## src/rtl/mem_arb_pkg.sv

```systemverilog
// Shared types and defaults for the fetch/data memory arbiter.
package mem_arb_pkg;
  localparam int ADDR_W_DEF  = 16;
  localparam int DATA_W_DEF  = 16;
  localparam int TIMEOUT_DEF = 15;
  localparam int TIMEOUT_W   = 8;

  typedef enum logic [1:0] {
    IDLE   = 2'd0,
    BUSY_I = 2'd1,
    BUSY_D = 2'd2
  } state_t;
endpackage

```

## src/rtl/mem_arb_timer.sv

```systemverilog
// Saturating busy-cycle counter; expired flags the cycle in which the count reaches TIMEOUT.
module mem_arb_timer
  import mem_arb_pkg::*;
#(
  parameter int TIMEOUT = TIMEOUT_DEF
)(
  input  logic clk,
  input  logic rst,
  input  logic clr,
  input  logic en,
  output logic expired
);
  localparam logic [TIMEOUT_W:0] LIMIT = TIMEOUT[TIMEOUT_W:0];

  logic [TIMEOUT_W-1:0] cnt;
  logic [TIMEOUT_W:0]   cnt_nxt;

  assign cnt_nxt = {1'b0, cnt} + {{TIMEOUT_W{1'b0}}, 1'b1};
  // Look at the value this cycle would produce so TIMEOUT busy cycles means exactly TIMEOUT.
  assign expired = en && (cnt_nxt >= LIMIT);

  always_ff @(posedge clk or posedge rst) begin
    if (rst)                  cnt <= '0;
    else if (clr)             cnt <= '0;
    else if (en && cnt != '1) cnt <= cnt_nxt[TIMEOUT_W-1:0];
  end
endmodule

```

## src/rtl/mem_arbiter.sv

```systemverilog
// Single-port memory arbiter between fetch (I) and data (D) requesters.
// Define MEM_ARB_RR_EN for round-robin priority; default is data-first.
module mem_arbiter
  import mem_arb_pkg::*;
#(
  parameter int ADDR_W  = ADDR_W_DEF,
  parameter int DATA_W  = DATA_W_DEF,
  parameter int TIMEOUT = TIMEOUT_DEF
)(
  input  logic              clk,
  input  logic              rst,
  input  logic              i_req,
  input  logic [ADDR_W-1:0] i_addr,
  output logic [DATA_W-1:0] i_rdata,
  output logic              i_done,
  output logic              i_stall,
  input  logic              d_req,
  input  logic              d_wr,
  input  logic [ADDR_W-1:0] d_addr,
  input  logic [DATA_W-1:0] d_wdata,
  output logic [DATA_W-1:0] d_rdata,
  output logic              d_done,
  output logic              d_stall,
  output logic              mem_en,
  output logic              mem_wr,
  output logic [ADDR_W-1:0] mem_addr,
  output logic [DATA_W-1:0] mem_wdata,
  input  logic [DATA_W-1:0] mem_rdata,
  input  logic              mem_done,
  output logic              err
);
  state_t            state, state_nxt;
  logic [ADDR_W-1:0] addr_q, x_addr;
  logic [DATA_W-1:0] wdata_q;
  logic              wr_q, busy, x_req, finish, expired, post_rst;
  logic              idle_go, pick_d, gnt_i, gnt_d, err_set;

  assign i_stall = i_req & ~i_done;
  assign d_stall = d_req & ~d_done;
  assign busy    = (state != IDLE);
  assign finish  = busy & (mem_done | expired);
  assign x_req   = (state == BUSY_D) ? d_req  : i_req;
  assign x_addr  = (state == BUSY_D) ? d_addr : i_addr;
  // The done cycle never grants, so a requester still holding req is not re-served.
  assign idle_go = ~rst & ~i_done & ~d_done;

`ifdef MEM_ARB_RR_EN
  logic last_grant;
  assign pick_d = d_req & (~i_req | ~last_grant);
  always_ff @(posedge clk or posedge rst) begin
    if (rst)        last_grant <= 1'b1;
    else if (gnt_i) last_grant <= 1'b0;
    else if (gnt_d) last_grant <= 1'b1;
  end
`else
  assign pick_d = d_req;
`endif

  mem_arb_timer #(.TIMEOUT(TIMEOUT)) u_timer (
    .clk     (clk),
    .rst     (rst),
    .clr     (~busy | finish),
    .en      (busy),
    .expired (expired)
  );

  always_ff @(posedge clk or posedge rst) begin
    if (rst) state <= IDLE;
    else     state <= state_nxt;
  end

  // Start pulse presents the request's own address/data; the latches hold them afterwards.
  always_comb begin
    state_nxt = state;
    gnt_i     = 1'b0;
    gnt_d     = 1'b0;
    mem_en    = 1'b0;
    mem_wr    = 1'b0;
    mem_addr  = addr_q;
    mem_wdata = wdata_q;
    unique case (state)
      IDLE: if (idle_go) begin
        if (pick_d) begin
          gnt_d = 1'b1; mem_en = 1'b1; mem_wr = d_wr;
          mem_addr = d_addr; mem_wdata = d_wdata; state_nxt = BUSY_D;
        end else if (i_req) begin
          gnt_i = 1'b1; mem_en = 1'b1; mem_addr = i_addr; state_nxt = BUSY_I;
        end
      end
      BUSY_I, BUSY_D: if (finish) state_nxt = IDLE;
      default: state_nxt = IDLE;
    endcase
  end

  // A stray mem_done right after reset belongs to the abandoned access and is not an error.
  assign err_set = (busy & (~x_req | (x_addr != addr_q) | (expired & ~mem_done)))
                 | (~busy & mem_done & ~post_rst);

  always_ff @(posedge clk or posedge rst) begin
    if (rst) begin
      addr_q <= '0; wdata_q <= '0; wr_q <= 1'b0; post_rst <= 1'b1;
      i_rdata <= '0; d_rdata <= '0; i_done <= 1'b0; d_done <= 1'b0; err <= 1'b0;
    end else begin
      post_rst <= 1'b0;
      i_done   <= 1'b0;
      d_done   <= 1'b0;
      if (gnt_d) begin
        addr_q <= d_addr; wdata_q <= d_wdata; wr_q <= d_wr;
      end else if (gnt_i) begin
        addr_q <= i_addr; wr_q <= 1'b0;
      end
      if (finish) begin
        if (state == BUSY_I) begin
          i_done  <= 1'b1;
          i_rdata <= mem_done ? mem_rdata : '0;
        end else begin
          d_done <= 1'b1;
          if (!mem_done)  d_rdata <= '0;
          else if (!wr_q) d_rdata <= mem_rdata;
        end
      end
      if (err_set) err <= 1'b1;
    end
  end
endmodule

```

## config.mk

```make
export PLATFORM = sky130hd
export DESIGN_NAME = mem_arbiter
export DESIGN_NICKNAME = d
export VERILOG_FILES = /design/src/rtl/mem_arb_pkg.sv /design/src/rtl/mem_arb_timer.sv /design/src/rtl/mem_arbiter.sv
export SDC_FILE = /design/constraint.sdc
export NUM_CORES = 1
export LEC_CHECK = 0
export ABC_CLOCK_PERIOD_IN_PS = 3400
export CORE_ASPECT_RATIO = 1.75
export CORE_UTILIZATION = 46
export DETAILED_ROUTE_END_ITERATION = 8
export GPL_TIMING_DRIVEN = 0
export MAX_ROUTING_LAYER = met4
export PLACE_DENSITY_LB_ADDON = 0.1
export RECOVER_POWER = 25
export SETUP_SLACK_MARGIN = 0.05
export SKIP_CTS_REPAIR_TIMING = 1
export SLEW_MARGIN = 20
export SYNTH_ARGS = -nofsm -noshare
export SYNTH_HDL_FRONTEND = slang
export SYNTH_SLANG_ARGS = --single-unit
```

## constraint.sdc

```tcl
create_clock -name clk -period 3.4 [get_ports clk]
set_clock_uncertainty 0.05 [all_clocks]
set_input_delay 0.68 -clock clk [delete_from_list [all_inputs] [get_ports clk]]
set_output_delay 0.68 -clock clk [all_outputs]
set_load 0.02 [all_outputs]
```

Yosys cells after proc, flatten, opt, wreduce, memory -nomap -nowiden
Index checks and enable logic that the tools add are counted.
- output and inout port bits: 71
- register bits after elaboration: 79
- word-level logic and storage cells: 93
- input port bits: 70
- magnitude comparators: 1
- eq/ne operators: 8
- reductions and logical operators: 10
- muxes and demuxes: 40
- $add $sub $neg: 1
- bitwise gates (word level): 22
- operator list (kind ; count):
    $mux 16 ; 13
    $mux 1 ; 20
    $mux 8 ; 2
    $ne 16x16->1 ; 1
    $add 8x1->9 const B ; 1
    $and 1x1->1 ; 9
    $ge 9x4->1 const B ; 1
    $mux 2 ; 4
    $ne 8x8->1 const B ; 1
    $not 1->1 ; 8
    $ne 2x2->1 const B ; 3
    $reduce_and 3->1 ; 2
    $reduce_bool 2->1 ; 3
    $or 1x1->1 ; 5
    $pmux 2 s2 ; 1
    $ne 3x3->1 const B ; 1
    $eq 2x1->1 const B ; 1
    $eq 2x2->1 const B ; 1
    $logic_and 1x1->1 ; 2
    $logic_not 2->1 ; 1
    $reduce_and 2->1 ; 1
    $reduce_or 2->1 ; 1

Depth between registers and ports, before layout
Gate-level depths: netlist of the first run.
- depth in word-level cells: 7
- depth in mapped cells: 10
- depth with buffers taken out: 8

By module
Synthesis of the first run repeated with hierarchy kept, for this count alone.
- cell total of the unflattened synthesis: 456
- area, all modules: 4090.2 µm²
- modules (own cells, without submodules) (module ; times used ; area an instance (µm²) ; cells an instance ; seq. area each (µm²)):
    mem_arbiter ; 1 ; 3545.9 ; 399 ; 1778.0
    mem_arb_timer ; 1 ; 544.3 ; 57 ; 200.2

Worst setup path after synthesis of the first run
No wires, ideal clock.
- path kind: reg2out
- start point: reg state[0]
- end point: out mem_addr[0]
- path slack: 542 ps
- data arrival time: 2128 ps
- buffers on the path: 3
- required time: 2670 ps
- stages on the path, launching flop included: 9
- cell sequence: dfrtp_1 > inv_1 > ha_1 > clkbuf_1 > and3_1 > clkbuf_1 > buf_2 > mux2i_1 > o21ai_0
- cells in the longest elaborated chain, start to end: 2
- ends and longest elaborated chain (what ; RTL line ; RTL):
    start, declared ; mem_arbiter.sv:32 ; state_t state, state_nxt;
    start signal, assigned ; mem_arbiter.sv:69 ; else state <= state_nxt;
    $logic_not 2->1 ; mem_arbiter.sv:81 ; unique case (state)
    $mux 16 ; mem_arbiter.sv:81 ;
    end, declared ; mem_arbiter.sv:26 ; output logic [ADDR_W-1:0] mem_addr,
Every way passes these cells.

Final worst setup path of the first run
- start point: in rst
- end point: out mem_addr[2]
- cells in the longest elaborated chain, start to end: 5
- ends and longest elaborated chain (what ; RTL line ; RTL):
    start, declared ; mem_arbiter.sv:11 ; input logic rst,
    $not 1->1 ; mem_arbiter.sv:45 ; assign idle_go = ~rst & ~i_done & ~d_done;
    $and 1x1->1 (2 in series) ; mem_arbiter.sv:45 ;
    $mux 16 ; mem_arbiter.sv:82 ; IDLE: if (idle_go) begin
    $mux 16 ; mem_arbiter.sv:81 ;
Every way passes these cells.

==> summary.md, run 1 <==
| Metric | Value |
|---|---|
| Outcome | `finished clean` |
| CTS Buffer Depth | `2` |
| Final Hold Fails | `0` |
| Share of layout cells above drive strength 1 | `12.8%` |
| Die Y-Extent | `127 um` |
| Worst vdd ir | `0.000445 V` |
| Final Cell Area | `6120 sq um` |
| Worst Path Required | `2.67 ns` |
| CTS sink count | `79` |
| Post-Layout Cell Count | `672` |
| Number of global-route vias before repair | `3645` |
| Worst hold path class | `reg2reg` |
| Layout area overhead | `48.0%` |
| Most used DFF post-synth | `dfrtp_1` |
| Die Area | `9380 sq um` |
| Crit. End Element | `output port` |
| Placed cells | `657` |
| Leakage | `2.86 nW` |
| Least-Margin Pin Slew | `1.39 ns` |
| PwrDens | `867 nW/um^2` |
| DRT iter0 DRCs | `188` |
| Top-count cell post-synth | `dfrtp_1` |
| Drt total wl | `10300 um` |
| EDFF count, synth | `0` |
| Mapped cell area | `4130 sq um` |
| Post-DP HPWL | `7780 um` |
| Rel. slew slack | `7.34%` |
| Initial antenna violation count | `0` |
| Fin Setup TNS | `0 ns` |
| Final core occ | `70.6%` |
| Initial core utilization | `47.7%` |
| Slew Viols, Final | `0` |
| Pwr Total | `0.00530 W` |
| Vias per cell | `5.40` |
| Nets | `625` |
| Flops & latches, synth | `79` |
| Drt drc | `0` |
| Post-synthesis sequential area ratio | `47.9%` |
| RSZ-0062 raised after global routing | `false` |
| Count of final setup violators | `0` |
| Wire per inst | `15.4 um` |
| Crit Path Max Fanout | `10` |
| Largest net degree at the start of global routing | `60` |
| Antenna-violating nets left | `0` |
| Share of the synthesized area in the top cell type | `47.2%` |
| Max cap viols | `0` |
| Cell taking the most area after synthesis | `dfrtp_1` |
| Vias | `3630` |
| Top post-synthesis cells by area | `dfrtp_1, mux2_2, mux2i_1` |
| N_diodes | `0` |
| CP Class | `in2out` |
| CTS H-tree depth | `3` |
| CTS Buf Count | `9` |
| Clock-pin slew on the worst setup and hold paths | `0.05 ns` |
| Achievable Freq | `0.312 GHz` |
| Ports | `141` |
| Crit share post-route | `94.3%` |
| Post-DP Area | `5730 sq um` |
| First-pass GRT wire length | `17000 um` |
| Number of distinct library cells after synthesis | `42` |
| IO Port Bufs | `140` |
| Worst EP arrival | `2.47 ns` |
| Cell Rows | `45` |
| Synth Area per Inst | `10.5 sq um` |
| Min cycle time layout | `3.20 ns` |
| Ys async rst share | `100%` |
| CP startpoint kind | `input port` |
| TritonRoute pass-1 iters | `4` |
| Clock Root Buffer | `clkbuf_16` |
| Core Box Area | `8670 sq um` |
| Worst-skew pair later-pin latency | `0.33 ns` |
| GRT Total Usage | `24.2%` |
| Grt ovf | `0` |
| CTS tree | `built` |
| GP Congestion | `0.827` |
| Synth top cells by count | `dfrtp_1, nand2_1, o21ai_0` |
| Number of synthesis warnings | `0` |
| Die Width | `73.7 um` |
| Cells after Synth | `395` |
==> cell usage in the layout (no fill, tap or decap), types with 4 or more instances in the layout <==
cell type        synthesis  final
o21ai_0                 49     49
clkbuf_2                 0      4
dlymetal6s2s_1           0     33
conb_1                   1      5
nor3_1                   6      5
o211ai_1                 4      4
mux2_2                  32     32
ha_1                     5      5
a21oi_1                  4      4
nand3_1                  5      5
dfrtp_1                 78     78
mux2i_1                 31     31
nand2_1                 53     53
xnor2_1                 12     12
nor4_1                   4      4
a22o_1                  32     32
clkbuf_1                14      9
clkdlybuf4s50_1          0    107
nand2b_1                 4      4
xor2_1                   6      6
buf_2                    7      4
clkbuf_16                0      9
buf_6                    3      5
nor2_1                  10     10
inv_1                    8      7
==> path summary, 6_finish.rpt <==
path	cells after the start	startpoint	slack, ns	to
min in group asynchronous	2	rst	0.87	d_rdata[4]
min	1	err	0.43	err
max reg2reg	9	state[0]	0.75	err
max	7	rst	0.20	mem_addr[2]
min reg2reg	1	err	0.43	err
max in group asynchronous	3	rst	0.62	d_rdata[11]
==> cells by family after synthesis <==
group	synth area share, %
AOI/OAI and AO/OA	16.0
and+or+nand+nor	10.4
DFF	47.9
muxes	16.2
buffers and inverters	4.12
xor gates and xnor gates	3.81
adders and majority gates	1.51
other	0.0907
==> critical path: stages <==
cell and delay, ns:
clkdlybuf4s50_1 0.47, nor3_2 0.20, and3_2 0.29, buf_6 0.20, mux2i_1 0.27, o21ai_0 0.12, dlymetal6s2s_1 0.24
==> report_power, final <==
part           leakage [nW]  internal, W  switching (W)  total, W
clock                 0.152     0.000606       0.000366  0.000973
combinational          1.72      0.00137        0.00141   0.00278
sequential            0.994      0.00131       0.000242   0.00155
total                  2.86      0.00328        0.00202   0.00530
==> per-layer routing <==
metal  vias to the layer above  GRT usage (%)  routed length [um]
met4                         0           12.8                 285
met5                         -              -                   0
met2                       125           41.8                5650
li1                       1719              -                   -
met3                        19           3.23                 452
met1                      1767           26.5                3950
==> metrics by stage <==
stage          setup WS (ns)  hold slack, ns
3_3_place_gp          -0.706           0.421
5_1_grt               0.0415           0.461
4_1_cts               -0.601           0.435
6_report               0.195           0.429
3_5_place_dp          -0.572           0.414
2_1_floorplan          0.542           0.427
==> flip-flops by register name, summed over array words and instances, names as in the netlist <==
register and cells:
addr_q 16, d_rdata 16, i_rdata 16, wdata_q 16, u_timer.cnt 8, state 2, d_done 1, err 1
i_done 1, post_rst 1, wr_q 1
==> layout make-up <==
| class | count | area (sq um) |
|---|---|---|
| fillers | 697 | 2550 |
| clock buffers | 11 | 253 |
| plain buffers | 26 | 159 |
| multi-input cells | 285 | 2010 |
| repair buffers | 141 | 1490 |
| flip-flops and latches | 79 | 1980 |
| clock inverters | 5 | 56.3 |
| well taps | 117 | 146 |
| inverters | 8 | 31.3 |
(Power assumes the default switching activity.)
==> inputs of run 2 (changes only) <==
ABC_AREA = 1   (was default)
CORE_MARGIN = 2   (was default)
CORE_UTILIZATION = 40   (was 46)
==> summary.md, run 2 <==
| Metric | Value |
|---|---|
| Largest net degree at the start of global routing | `45 (was 60)` |
| Vias | `4218 (was 3630)` |
| Pwr Total | `0.00528 W (was 0.00530 W)` |
| CTS Buffer Depth | `2 (unchanged)` |
| Die Width | `81.1 um (was 73.7 um)` |
| CTS H-tree depth | `3 (unchanged)` |
| Top post-synthesis cells by area | `dfrtp_1, nand2_1, inv_1 (was dfrtp_1, mux2_2, mux2i_1)` |
| Share of layout cells above drive strength 1 | `10.1% (was 12.8%)` |
| EDFF count, synth | `0 (unchanged)` |
| Slew Viols, Final | `36 (was 0)` |
| DRT iter0 DRCs | `290 (was 188)` |
| Antenna-violating nets left | `0 (unchanged)` |
| TritonRoute pass-1 iters | `4 (unchanged)` |
| Achievable Freq | `0.307 GHz (was 0.312 GHz)` |
| Crit. End Element | `output port (unchanged)` |
| Crit Path Max Fanout | `10 (unchanged)` |
| CTS tree | `built (unchanged)` |
| Register area | `1980 sq um (unchanged)` |
| Hold Path Sink | `wdata_q[10] (was err)` |
| IO Port Bufs | `139 (was 140)` |
| First-pass GRT wire length | `19700 um (was 17000 um)` |
| Cell taking the most area after synthesis | `dfrtp_1 (unchanged)` |
| R2r setup slk | `1.13 ns (was 0.75 ns)` |
| Flops & latches, synth | `79 (unchanged)` |
| Max cap viols | `1 (was 0)` |
| Ports | `141 (unchanged)` |
| Die Y-Extent | `139 um (was 127 um)` |
| Worst Path Required | `2.67 ns (about the same)` |
| WHS Path Cells | `2 (was 1)` |
| N_diodes | `0 (unchanged)` |
| Most frequent cells in the layout | `nand2_1, clkdlybuf4s50_1, dfrtp_1 (was clkdlybuf4s50_1, dfrtp_1, nand2_1)` |
| Worst EP arrival | `2.52 ns (was 2.47 ns)` |
| PwrDens | `842 nW/um^2 (was 867 nW/um^2)` |
| Number of synthesis warnings | `0 (unchanged)` |
| Worst reg-to-reg path cell count | `12 (was 9)` |
| GRT Total Usage | `23.4% (was 24.2%)` |
| Initial antenna violation count | `0 (unchanged)` |
| Layout area overhead | `50.8% (was 48.0%)` |
| Number of global-route vias before repair | `4187 (was 3645)` |
| Min cycle time layout | `3.25 ns (was 3.20 ns)` |
| Cell Rows | `49 (was 45)` |
| CTS Buf Count | `9 (unchanged)` |
| Cells after Synth | `547 (was 395)` |
| Post-Synth Adder-Cell Area | `1.50% (was 1.51%)` |
| Drt total wl | `12600 um (was 10300 um)` |
| Most common cell after layout, fill and taps aside | `nand2_1 (was clkdlybuf4s50_1)` |
| Drt drc | `0 (unchanged)` |
| GP Congestion | `0.885 (was 0.827)` |
| Rel. slew slack | `-14.1% (was 7.34%)` |
| RSZ-0062 raised after global routing | `true (was false)` |
| Synth Area in Simple Gates | `30.6% (was 10.4%)` |
| CP startpoint kind | `input port (unchanged)` |
| Fill count | `958 (was 697)` |
| Number of distinct library cells after synthesis | `34 (was 42)` |
| Clock-pin slew on the worst setup and hold paths | `0.06 ns (was 0.05 ns)` |
| Final Hold Fails | `0 (unchanged)` |
| RR Endpoint | `err (unchanged)` |
| Initial core utilization | `40.9% (was 47.7%)` |
| Top-count cell post-synth | `nand2_1 (was dfrtp_1)` |
| Main combinational cell family by area after synthesis | `simple AND/OR/NAND/NOR gates (was multiplexers)` |
| Worst vdd ir | `0.000628 V (was 0.000445 V)` |
| Min-delay src | `wdata_q[10] (was err)` |
| Vias per cell | `5.01 (was 5.40)` |
| Synth top cells by count | `nand2_1, dfrtp_1, inv_1 (was dfrtp_1, nand2_1, o21ai_0)` |
| Count of final setup violators | `0 (unchanged)` |
| Core Box Area | `10200 sq um (was 8670 sq um)` |
| Post-synthesis sequential area ratio | `47.6% (was 47.9%)` |
| Grt ovf | `0 (unchanged)` |
| Nets | `786 (was 625)` |
| Share of the synthesized area in the top cell type | `46.9% (was 47.2%)` |
| Worst hold path class | `reg2reg (unchanged)` |
| Mux cell area share after synthesis | `0% (was 16.2%)` |
| Leakage | `3.45 nW (was 2.86 nW)` |
| Violated checks | `max-capacitance violations, max-slew violations` |
| Post-Synth XOR/XNOR Area | `0.842% (was 3.81%)` |
| Ys async rst share | `100% (unchanged)` |
| Die Area | `11300 sq um (was 9380 sq um)` |
| Multi-input logic area | `1870 sq um (was 2010 sq um)` |
| Mapped cell area | `4160 sq um (was 4130 sq um)` |
| Clock Root Buffer | `clkbuf_16 (unchanged)` |
| Complex-gate fraction of the synthesized area | `10.6% (was 16.0%)` |
| Final hold slack | `0.415 ns (was 0.429 ns)` |
| Crit share post-route | `95.7% (was 94.3%)` |
| R2R Path Start | `state[0] (unchanged)` |
| Least-Margin Pin Slew | `1.70 ns (was 1.39 ns)` |
| Worst-skew pair later-pin latency | `0.33 ns (about the same)` |
| Wire per inst | `15.0 um (was 15.4 um)` |
| Most used DFF post-synth | `dfrtp_1 (unchanged)` |
| Post-DP HPWL | `9510 um (was 7780 um)` |
| Outcome | `finished with violations (was finished clean)` |
| Synth Area per Inst | `7.60 sq um (was 10.5 sq um)` |
| CP Class | `in2out (unchanged)` |
| CTS sink count | `79 (unchanged)` |
[run 2: logic make-up (layout without fill, tap and decap cells)]
| family | after synthesis | count (layout) |
|---|---|---|
| buf+inv | 87 | 251 |
| fa+ha+maj | 5 | 5 |
| flops | 79 | 79 |
| other cells | 1 | 5 |
| simple gates | 292 | 292 |
| xor+xnor | 4 | 4 |
| compound gates | 79 | 79 |
[run 2: where the power goes]
group          switching (W)  internal [W]
combinational        0.00163       0.00112
sequential          0.000185       0.00128
clock               0.000374      0.000698
[run 2: area by class of cell]
| cell class | instances | area share (%) |
|---|---|---|
| multi-input combinational | 385 | 29.8 |
| timing repair buffer | 149 | 24.7 |
| tap | 127 | 2.53 |
| clock inverter | 3 | 1.04 |
| inverter | 61 | 3.67 |
| buffer | 26 | 2.41 |
| clock buffer | 12 | 4.25 |
| sequential | 79 | 31.5 |
[run 2: critical path, stage by stage]
cell	delay, ns
clkdlybuf4s50_1	0.46
nor3_2	0.22
nand2_2	0.14
nor2_4	0.22
inv_2	0.11
buf_2	0.21
o22ai_1	0.19
a21oi_1	0.06
dlymetal6s2s_1	0.22
[run 2: metal layers]
layer / global-route usage (%) / vias to the layer above / wire length, um / part of all wire (%)
li1: - / 2090 / - / -
met1: 25.0 / 1969 / 4720 / 37
met2: 41.2 / 138 / 6920 / 55
met3: 4.04 / 21 / 690 / 5.5
met4: 10.1 / 0 / 293 / 2.3
met5: - / - / 0 / 0
[run 2: how the worst max path moves through the flow]
| stage | depth (start not counted) | end | from | slack, ns |
|---|---|---|---|---|
| after floorplan | 1 | addr_q[0] | rst | 0.65 |
| after CTS | 8 | mem_addr[2] | rst | -0.49 |
| final | 9 | mem_addr[3] | rst | 0.15 |
| after global placement | 2 | wdata_q[15] | rst | -0.76 |
| after detailed placement | 8 | mem_addr[2] | rst | -0.48 |
| after global routing | 8 | mem_addr[2] | rst | 0.04 |
[run 2: through the flow]
stage                     TNS (ns)  std cells  utilization (%)  worst slack [ns]  cell area, sq um
final                            0        842             61.6             0.145              6270
after global routing             0        842             61.6            0.0426              6270
after CTS                   -12.52        833             59.8            -0.485              6090
after detailed placement    -12.32        818             56.5            -0.479              5750
after global placement      -68.48        817             56.2            -0.757              5720
after floorplan                  0        551                -             0.648              4170
==> inputs of run 3 (changes only) <==
SETUP_SLACK_MARGIN = 0.5   (was 0.05)
==> summary.md, run 3 (synthesized netlist as in run 2, its figures left out) <==
| Metric | Value |
|---|---|
| CTS sink count | `79 (unchanged)` |
| R2r setup slk | `1.13 ns (about the same)` |
| CTS H-tree depth | `3 (unchanged)` |
| Final Cell Area | `6250 sq um (was 6270 sq um)` |
| CTS tree | `built (unchanged)` |
| Setup slack after layout | `0.518 ns (was 0.145 ns)` |
| Worst setup path startpoint | `rst (unchanged)` |
| Die Area | `11300 sq um (unchanged)` |
| GP Congestion | `0.885 (unchanged)` |
| Crit Path Max Fanout | `10 (unchanged)` |
| Violated checks | `max-capacitance violations, max-slew violations (unchanged)` |
| Largest net degree at the start of global routing | `45 (unchanged)` |
| CTS Buffer Depth | `2 (unchanged)` |
| N_diodes | `0 (unchanged)` |
| Worst vdd ir | `0.000623 V (was 0.000628 V)` |
| CP startpoint kind | `input port (unchanged)` |
| Drt total wl | `12500 um (was 12600 um)` |
| Leakage | `3.40 nW (was 3.45 nW)` |
| Share of layout cells above drive strength 1 | `12.2% (was 10.1%)` |
| Final Hold Fails | `0 (unchanged)` |
| GRT Total Usage | `23.4% (unchanged)` |
| Rel. slew slack | `-14.4% (was -14.1%)` |
| Worst EP arrival | `2.15 ns (was 2.52 ns)` |
| Setup WS pre-CTS | `-0.479 ns (unchanged)` |
| Worst-skew pair later-pin latency | `0.33 ns (about the same)` |
| Achievable Freq | `0.347 GHz (was 0.307 GHz)` |
| Layout area overhead | `50.4% (was 50.8%)` |
| Post-DP Area | `5750 sq um (unchanged)` |
| Initial core utilization | `40.9% (unchanged)` |
| Antenna-violating nets left | `0 (unchanged)` |
| Least-Margin Pin Slew | `1.71 ns (was 1.70 ns)` |
| Worst reg-to-reg path cell count | `12 (unchanged)` |
| Clock Root Buffer | `clkbuf_16 (unchanged)` |
| DRT iter0 DRCs | `223 (was 290)` |
| IO Port Bufs | `139 (unchanged)` |
| Clock-pin slew on the worst setup and hold paths | `0.06 ns (about the same)` |
| Final core occ | `61.4% (was 61.6%)` |
| RR Endpoint | `err (unchanged)` |
| Die Y-Extent | `139 um (unchanged)` |
| Slew Viols, Final | `36 (unchanged)` |
| Grt ovf | `0 (unchanged)` |
| TritonRoute pass-1 iters | `4 (unchanged)` |
| CP Class | `in2out (unchanged)` |
| Crit. End Element | `output port (unchanged)` |
| Most common cell after layout, fill and taps aside | `nand2_1 (unchanged)` |
| Cell Rows | `49 (unchanged)` |
| Number of global-route vias before repair | `4187 (unchanged)` |
| Most frequent cells in the layout | `nand2_1, clkdlybuf4s50_1, dfrtp_1 (unchanged)` |
| Max cap viols | `1 (unchanged)` |
| Worst hold path class | `reg2reg (unchanged)` |
| PwrDens | `840 nW/um^2 (was 842 nW/um^2)` |
| Nets | `787 (was 786)` |
| Post-DP HPWL | `9510 um (unchanged)` |
| First-pass GRT wire length | `19700 um (unchanged)` |
| Wire per inst | `14.8 um (was 15.0 um)` |
| CTS Buf Count | `9 (unchanged)` |
| Drt drc | `0 (unchanged)` |
| Vias | `4206 (was 4218)` |
| Vias per cell | `4.99 (was 5.01)` |
| Initial antenna violation count | `0 (unchanged)` |
| Min cycle time layout | `2.88 ns (was 3.25 ns)` |
| RSZ-0062 raised after global routing | `false (was true)` |
| R2R Path Start | `state[0] (unchanged)` |
| Core Box Area | `10200 sq um (unchanged)` |
| Worst setup path endpoint | `mem_addr[11] (was mem_addr[3])` |
| Crit share post-route | `84.8% (was 95.7%)` |
| Worst Path Required | `2.67 ns (about the same)` |
| Outcome | `finished with violations (unchanged)` |
| Ports | `141 (unchanged)` |
| Die Width | `81.1 um (unchanged)` |
| Count of final setup violators | `0 (unchanged)` |
-- run 3: cell count changes in the layout (fill, tap and decap cells not counted), sizes merged --
cell,delta
clkdlybuf4s25,+1
clkbuf,+8
clkdlybuf4s50,-2
buf,+2
dlymetal6s2s,-8
-- run 3: where the power goes --
group	switching (W)	total, W	internal [W]
Clock	0.000368	0.00107	0.000698
Combinational	0.00163	0.00272	0.00109
Sequential	0.000190	0.00147	0.00128
-- run 3: final cells by class --
class	count	area, sq um
multi-input cells	385	1900
plain buffers	26	160
repair buffers	150	1490
clock buffers	12	267
well taps	127	159
clock inverters	3	65.1
fillers	970	3920
flip-flops and latches	79	1980
inverters	61	230
-- run 3: worst min path at each step --
stage	endpoint	cells after the start	start	slack, ns
global route	wdata_q[12]	2	wdata_q[12]	0.44
floorplan	wdata_q[0]	2	wdata_q[0]	0.39
CTS	wdata_q[10]	2	wdata_q[10]	0.42
global placement	wdata_q[13]	2	wdata_q[13]	0.40
detailed placement	wdata_q[10]	2	wdata_q[10]	0.40
finish	wdata_q[10]	2	wdata_q[10]	0.41
-- run 3: critical path, cell delays in order --
cell and delay [ns]:
clkdlybuf4s25_1 0.28, nor3_2 0.14, nand2_2 0.14, nor3_4 0.23
inv_1 0.08, buf_4 0.20, o22ai_2 0.12, a21oi_1 0.07
dlymetal6s2s_1 0.21
-- run 3: stage by stage --
step | std cells | TNS, ns | hold WS (ns) | total power [W]
floorplan | 551 | 0 | 0.387 | 0.00304
global placement | 817 | -68.48 | 0.400 | 0.00415
detailed placement | 818 | -12.32 | 0.405 | 0.00421
CTS | 833 | -12.52 | 0.419 | 0.00530
global route | 843 | 0 | 0.439 | 0.00561
finish | 843 | 0 | 0.415 | 0.00526
-- run 3: layer usage --
metal	wire [um]	global-route usage, %	share of wire [%]	vias up
li1	-	-	-	2091
met1	4710	25.0	38	1948
met2	6840	41.2	55	143
met3	671	4.04	5.4	24
met4	291	10.1	2.3	0
met5	0	-	0	-
